`src/rtl/jk_register_bank_if.sv`:
```
// Bus bundle for jk_register_bank: control, data inputs and register outputs.
interface jk_register_bank_if #(
  parameter int WIDTH = 8,
  parameter int CNT_W = 8
);
  logic             i_en;
  logic             i_load;
  logic             i_cnt_clr;
  logic [WIDTH-1:0] i_d;
  logic [WIDTH-1:0] i_j;
  logic [WIDTH-1:0] i_k;
  logic [WIDTH-1:0] o_q;
  logic [WIDTH-1:0] o_qbar;
  logic [WIDTH-1:0] o_chg;
  logic [CNT_W-1:0] o_tgl_cnt;

  modport master (
    output i_en, i_load, i_cnt_clr, i_d, i_j, i_k,
    input  o_q, o_qbar, o_chg, o_tgl_cnt
  );

  modport slave (
    input  i_en, i_load, i_cnt_clr, i_d, i_j, i_k,
    output o_q, o_qbar, o_chg, o_tgl_cnt
  );
endinterface

```
`src/rtl/jk_register_bank.sv`:
```
// Bank of WIDTH JK flip-flops with clock enable, parallel load, per-bit
// change pulses and a saturating count of edges that toggled any bit.
module jk_register_bank #(
  parameter int               WIDTH   = 8,
  parameter int               CNT_W   = 8,
  parameter logic [WIDTH-1:0] RST_VAL = '0
) (
  input  logic           i_clk,
  input  logic           i_rst,
  jk_register_bank_if.slave bus
);

  logic [WIDTH-1:0] r_q;
  logic [WIDTH-1:0] r_chg;
  logic [CNT_W-1:0] r_tgl_cnt;

  logic [WIDTH-1:0] w_q_next;
  logic             w_tgl_hit;
  logic             w_cnt_sat;

  // Next Q: load wins over JK; JK truth table folds to (Q & ~K) | (~Q & J).
  always_comb begin
    w_q_next = r_q;
    if (bus.i_load) begin
      w_q_next = bus.i_d;
    end else if (bus.i_en) begin
      w_q_next = (r_q & ~bus.i_k) | (~r_q & bus.i_j);
    end
  end

  // One count per edge on which at least one bit sits in toggle mode.
  always_comb begin
    w_tgl_hit = ~bus.i_load & bus.i_en & (|(bus.i_j & bus.i_k));
    w_cnt_sat = (r_tgl_cnt == {CNT_W{1'b1}});
  end

  // Register state and change pulses; reset never raises CHG.
  always_ff @(posedge i_clk or posedge i_rst) begin
    if (i_rst) begin
      r_q   <= RST_VAL;
      r_chg <= '0;
    end else begin
      r_q   <= w_q_next;
      r_chg <= w_q_next ^ r_q;
    end
  end

  // Saturating toggle-event counter; clear beats increment.
  always_ff @(posedge i_clk or posedge i_rst) begin
    if (i_rst) begin
      r_tgl_cnt <= '0;
    end else if (bus.i_cnt_clr) begin
      r_tgl_cnt <= '0;
    end else if (w_tgl_hit && !w_cnt_sat) begin
      r_tgl_cnt <= r_tgl_cnt + CNT_W'(1);
    end
  end

  assign bus.o_q       = r_q;
  assign bus.o_qbar    = ~r_q;
  assign bus.o_chg     = r_chg;
  assign bus.o_tgl_cnt = r_tgl_cnt;

endmodule
```
`src/flat_wrapper.sv`:
```
// flat-port wrapper written by rule: the top's interface ports become plain ports
module jk_register_bank_flat 
#(
  parameter int               WIDTH   = 8,
  parameter int               CNT_W   = 8,
  parameter logic [WIDTH-1:0] RST_VAL = '0
)
  (i_clk, i_rst, bus_i_en, bus_i_load, bus_i_cnt_clr, bus_i_d, bus_i_j, bus_i_k, bus_o_q, bus_o_qbar, bus_o_chg, bus_o_tgl_cnt);
  jk_register_bank_if #(.WIDTH(WIDTH), .CNT_W(CNT_W)) bus_i ();
  input  logic i_clk;
  input  logic i_rst;
  input wire logic [$bits(bus_i.i_en)-1:0] bus_i_en;
  input wire logic [$bits(bus_i.i_load)-1:0] bus_i_load;
  input wire logic [$bits(bus_i.i_cnt_clr)-1:0] bus_i_cnt_clr;
  input wire logic [$bits(bus_i.i_d)-1:0] bus_i_d;
  input wire logic [$bits(bus_i.i_j)-1:0] bus_i_j;
  input wire logic [$bits(bus_i.i_k)-1:0] bus_i_k;
  output wire logic [$bits(bus_i.o_q)-1:0] bus_o_q;
  output wire logic [$bits(bus_i.o_qbar)-1:0] bus_o_qbar;
  output wire logic [$bits(bus_i.o_chg)-1:0] bus_o_chg;
  output wire logic [$bits(bus_i.o_tgl_cnt)-1:0] bus_o_tgl_cnt;
  assign bus_i.i_en = bus_i_en;
  assign bus_i.i_load = bus_i_load;
  assign bus_i.i_cnt_clr = bus_i_cnt_clr;
  assign bus_i.i_d = bus_i_d;
  assign bus_i.i_j = bus_i_j;
  assign bus_i.i_k = bus_i_k;
  assign bus_o_q = bus_i.o_q;
  assign bus_o_qbar = bus_i.o_qbar;
  assign bus_o_chg = bus_i.o_chg;
  assign bus_o_tgl_cnt = bus_i.o_tgl_cnt;
  jk_register_bank #(.WIDTH(WIDTH), .CNT_W(CNT_W), .RST_VAL(RST_VAL)) u_core (.i_clk(i_clk), .i_rst(i_rst), .bus(bus_i));
endmodule
```
`config.mk`:
```
export PLATFORM = sky130hd
export DESIGN_NAME = jk_register_bank_flat
export DESIGN_NICKNAME = d
export VERILOG_FILES = /design/src/rtl/jk_register_bank_if.sv /design/src/rtl/jk_register_bank.sv /design/src/flat_wrapper.sv
export SDC_FILE = /design/constraint.sdc
export NUM_CORES = 1
export LEC_CHECK = 0
export ABC_AREA = 1
export BUFFER_PORTS_ARGS = -buffer_cell sky130_fd_sc_hd__buf_2
export CAP_MARGIN = 5
export CORE_UTILIZATION = 34
export DETAILED_ROUTE_END_ITERATION = 6
export SLEW_MARGIN = 20
export SYNTH_ARGS = -nofsm -noshare
export SYNTH_HDL_FRONTEND = slang
export SYNTH_SLANG_ARGS = --single-unit
```
`constraint.sdc`:
```
create_clock -name i_clk -period 2.7 [get_ports i_clk]
set_input_delay 0.54 -clock i_clk [delete_from_list [all_inputs] [get_ports i_clk]]
set_output_delay 0.54 -clock i_clk [all_outputs]
set_load 0.1 [all_outputs]
```
==> results of run 1 <==
## worst reg2reg max path: cells and delay by family, from the launching register on
kind,cells,cell delay [ps]
simple gates,6,550
buf+inv,1,100
flops,1,440
fa+ha+maj,1,200
## final cells by class
type,count,share of cell area
Timing Repair Buffer,60,0.168
Sequential cell,24,0.335
Inverter,18,0.0377
Tap cell,48,0.0335
Clock inverter,1,0.0168
Multi-Input combinational cell,123,0.386
Clock buffer,3,0.0230
## metal layers
metal	share of wire	vias to the layer above
li1	-	660
met1	0.46	566
met2	0.48	34
met3	0.044	4
met4	0.014	0
met5	0	-
## where the power goes
part | internal, W | switching [W] | leakage [nW]
logic | 0.0000921 | 0.000522 | 0.619
registers | 0.000402 | 0.0000301 | 0.294
clock network | 0.000198 | 0.000113 | 0.0357
## sequential cells by signal, indices dropped and copies added (netlist names)
name and cells:
u_core.bus.o_chg 8, u_core.bus.o_q 8, u_core.bus.o_tgl_cnt 8
## cells in the mapped netlist
cell type / n / area [um^2]
a21oi_1: 7 / 35.0
a21oi_2: 10 / 87.6
buf_12: 1 / 20.0
buf_2: 2 / 10.0
buf_6: 1 / 11.3
dfrtp_1: 24 / 601
ha_1: 1 / 12.5
inv_1: 13 / 48.8
inv_2: 5 / 18.8
nand2_1: 45 / 169
nand2_2: 2 / 12.5
nand2_4: 1 / 11.3
nand3_1: 11 / 55.1
nand3_2: 9 / 90.1
nand3_4: 1 / 17.5
nand4_1: 2 / 12.5
nor2_1: 19 / 71.3
nor2_2: 2 / 12.5
nor3_1: 2 / 10.0
o21bai_1: 1 / 7.51
xor2_1: 10 / 87.6
## worst paths after layout
| check | slack [ps] | to |
|---|---|---|
| worst max-delay path | 920 | bus_o_qbar[4] |
| worst min-delay path | 450 | u_core.bus.o_q[0] |
| worst max register to register | 1300 | u_core.bus.o_tgl_cnt[0] |
| worst min register to register | 520 | u_core.bus.o_chg[0] |
| max in group asynchronous | 1680 | u_core.bus.o_tgl_cnt[2] |
| min in group i_clk | 520 | u_core.bus.o_chg[0] |
## cell families after synthesis
logic type / count (synthesis) / share of synthesized area
AO/OA/AOI/OAI: 18 / 0.0929
XOR/XNOR: 10 / 0.0625
adder cells (fa/ha/maj): 1 / 0.00893
buffers and inverters: 22 / 0.0777
flip-flops: 24 / 0.429
AND/OR/NAND/NOR: 94 / 0.329
## stage by stage
stage | instances | hold WS [ps] | util | power (W) | area, um^2
6_report | 277 | 455 | 0.472 | 0.00136 | 1790
3_5_place_dp | 273 | 509 | 0.453 | 0.00106 | 1720
5_1_grt | 277 | 535 | 0.472 | 0.00141 | 1790
2_1_floorplan | 169 | 555 | - | 0.000956 | 1400
4_1_cts | 277 | 488 | 0.472 | 0.00137 | 1790
3_3_place_gp | 273 | 509 | 0.453 | 0.00106 | 1720
==> flow_summary.ini, run 1 <==
[run_status]
status = complete, no violations

[critical_path]
critPathCaptureType = primary output
r2r-start = u_core.bus.o_tgl_cnt[0]
worstRegToRegCells = 8
required_ps = 2160
critical-path-slowest-cell = dfrtp_1
max_stage_delay_ps = 440
arrival_ps = 1240
crit_fanout = 4
worst-setup-path-type = flop to primary output
startpoint_type = flop
cp_top_family = buffers and inverters
cp_cell_sequence = inv_1 -> buf_2
cp.depth = 2
cp.buffers_inverters = 2
startpoint = u_core.bus.o_q[4]

[synth]
yosysUniqueCellTypes = 21
postSynthCellCount = 169
yosys_warnings = 0
syn_nets = 199
ys_seq_area_frac = 0.429
ys_ff_latch = 24
synth_area_um2 = 1400
synth_area_per_cell_um2 = 8.29

[sta]
skew_ps = 11.9
slew_viol_final = 0
final_hold_viol_count = 0
fin_tns_setup_ps = 0
setup_violations = 0
fin_crit_sh = 0.658
rsz0062_at_grt = no
slew-limit-headroom = 0.392
clock.fmax_mhz = 563
worst_pin_slew_ps = 911
fin_ws_ps = 924
period_needed_ps = 1780

[clock_network]
cts_root_buffer = clkbuf_8
cts_max_path_buffers = 2
insertion_delay_ps = 270
numCtsBuffers = 3
clkTransAtPathRegs_ps = 90
h-tree-depth = 1
cts-hold-fix-buffers = 0
tritoncts = done
cts_resized = 0
clkSinkCount = 24
cts_setup_buffers = 0

[drt]
wl_per_cell_um = 11.2
dr_total_vias = 1264
avgViaCountPerCell = 4.56
drt_first_pass_iters = 4
drtIter0Drc = 32
wirelength_um = 3090
drtAntennaViolNets = 0
drc = 0

[layout]
multi_input_area_um2 = 692
drive_gt1_frac = 0.410
area_growth_pct = 27.9
final_common_cell = buf_2
fin_nets = 260
antenna_cells = 0
regArea_um2 = 601
fillers = 413
layout_common_cells = 60 x buf_2, 45 x nand2_1, 24 x dfrtp_1

[floorplan]
pin_count = 61
die_w_um = 66.2
rows = 22
core_area_um2 = 3800
start_util = 0.369
die_y_um = 66.2
die-area_um2 = 4380

[job]
maxCapViolCount = 0

[placement]
place.gp.congestion = 0.822
io_buffers = 60
dpl.hpwl_um = 2410
pre_cts_ws_ps = 1170

[power_and_ir_drop]
ir_drop_v = 0.000439
powerDensity_nw_per_um2 = 758
p_leak_nw = 0.949

[global_route]
antenna_found_initial = 0
grt_overflow = 0
grt_start_max_net_pins = 25
gr-usage-met3 = 0.0259
grt_pass1_vias = 1157
grt_use_total = 0.154
grt_first_pass_wirelength_um = 5150
grt.busiest_layer = met2
met1_usage = 0.195
grt_util_met2 = 0.260

[hold_path]
min_path_type = primary input to asynchronous set/reset pin
Note: power is estimated with default switching activity, not from simulation.
==> inputs of run 2 (changes only) <==
==> constraint.sdc (replaced) <==
create_clock -name i_clk -period 1.5 [get_ports i_clk]
set_input_delay 0.3 -clock i_clk [delete_from_list [all_inputs] [get_ports i_clk]]
set_output_delay 0.3 -clock i_clk [all_outputs]
set_load 0.1 [all_outputs]
==> run 2 against run 1 <==
Via count up 2.2%. Register-to-register slack lost 1200 ps. Wire length is 1.1% higher. Non-clock buffer count increased by 3. Sequential share of layout area decreased by 1.5 points. Clock power up 35%. Core utilization is 6.0 points higher. Die area stayed put. Clock-buffer cell count grew 1. Design area increased by 13%. Sequential power increased by 89%. Critical endpoint is now bus_o_q[4].
==> flow_summary.ini, run 2 (synthesized netlist as in run 1, its figures left out) <==
[critical_path]
max_stage_delay_ps = 460
startpoint_type = flop
rrSetupSlack_ps = 140
worstReg2RegEnd = u_core.bus.o_tgl_cnt[3]
cp.buffers_inverters = 1
arrival_ps = 1150
cp_cell_sequence = buf_2
crit_fanout = 4
cp_top_family = flip-flops
worstRegToRegCells = 8
r2r-start = u_core.bus.o_tgl_cnt[0]
critical-path-slowest-cell = dfrtp_4
critPathCaptureType = primary output
worst-setup-path-type = flop to primary output
required_ps = 1200

[clock_network]
clkTransAtPathRegs_ps = 80
cts_setup_buffers = 0
cts-hold-fix-buffers = 0
cts_resized = 0
h-tree-depth = 1
cts_max_path_buffers = 2
insertion_delay_ps = 260
numCtsBuffers = 3
tritoncts = done
clkSinkCount = 24
cts_root_buffer = clkbuf_8

[sta]
final_hold_viol_count = 0
slew_viol_final = 0
worst_pin_slew_ps = 495
fin_tns_setup_ps = 0
fin_crit_sh = 0.970
clock.fmax_mhz = 687
rsz0062_at_grt = no
skew_ps = 0.969
setup_violations = 0
slew-limit-headroom = 0.672
period_needed_ps = 1450

[drt]
drc = 0
wl_per_cell_um = 11.2
drtAntennaViolNets = 0
drt_first_pass_iters = 4
drtIter0Drc = 37
wirelength_um = 3120
avgViaCountPerCell = 4.61
dr_total_vias = 1292

[power_and_ir_drop]
p_total_w = 0.00245
powerDensity_nw_per_um2 = 1210
ir_drop_v = 0.000573
p_leak_nw = 0.936

[floorplan]
rows = 22
die_w_um = 66.2
die-area_um2 = 4380
pin_count = 61
core_area_um2 = 3800
start_util = 0.369
die_y_um = 66.2

[layout]
layout_common_cells = 52 x buf_2, 45 x nand2_1, 19 x nor2_1
fin_nets = 263
area_growth_pct = 44.0
drive_gt1_frac = 0.526
antenna_cells = 0
final_common_cell = buf_2

[placement]
place.gp.congestion = 0.817
io_buffers = 60
dpl.hpwl_um = 2540

[global_route]
grt_pass1_vias = 1288
grt_overflow = 0
grt_use_total = 0.163
grt_first_pass_wirelength_um = 5520
grt_start_max_net_pins = 18
antenna_found_initial = 0

[job]
maxCapViolCount = 0

[hold_path]
min_path_type = primary input to asynchronous set/reset pin

[run_status]
status = complete, no violations
==> run 2: changes by cell type in the layout (fill, tap and decap cells not counted), moves of 2 or more <==
cell / before / now
dfrtp_1: 24 / 8
dfrtp_4: 0 / 10
buf_12: 0 / 9
buf_2: 60 / 52
clkinvlp_4: 0 / 8
inv_1: 13 / 5
dfrtp_2: 0 / 6
buf_4: 0 / 2
==> run 2: final cells by class <==
class	count	area, um^2
inverters	18	97.6
clock buffers	4	55.1
fillers	345	1780
flip-flops and latches	24	646
well taps	48	60.1
repair buffers	63	455
multi-input cells	123	704
==> run 2: through the flow <==
step	area (um^2)	worst slack [ps]	utilization	std cells	hold WS (ps)
after detailed placement	1960	154	0.517	276	302
after global placement	1960	190	0.517	276	301
after global routing	2020	4.04	0.531	280	35.0
final	2020	45.0	0.531	280	5.36
after CTS	2020	34.0	0.531	280	19.1
after floorplan	1490	-186	-	169	314
==> run 2: layer usage <==
layer / global-route usage / routed length [um]
met1: 0.206 / 1460
met2: 0.269 / 1400
met3: 0.0431 / 231
met4: 0.0479 / 31
met5: 0 / 0
==> run 2: worst max-delay path by stage <==
| stage | startpoint | to | depth (start not counted) |
|---|---|---|---|
| 2_1_floorplan | u_core.bus.o_q[4] | u_core.bus.o_chg[4] | 4 |
| 3_3_place_gp | u_core.bus.o_tgl_cnt[0] | u_core.bus.o_tgl_cnt[3] | 8 |
| 3_5_place_dp | u_core.bus.o_tgl_cnt[0] | u_core.bus.o_tgl_cnt[3] | 8 |
| 4_1_cts | u_core.bus.o_q[4] | bus_o_q[4] | 1 |
| 5_1_grt | u_core.bus.o_tgl_cnt[1] | bus_o_tgl_cnt[1] | 1 |
| 6_report | u_core.bus.o_q[4] | bus_o_q[4] | 1 |
==> run 2: power breakdown <==
part	leakage, nW	internal (W)	switching, W
sequential	0.275	0.000744	0.0000717
clock	0.0288	0.000234	0.000187
combinational	0.632	0.000255	0.000957
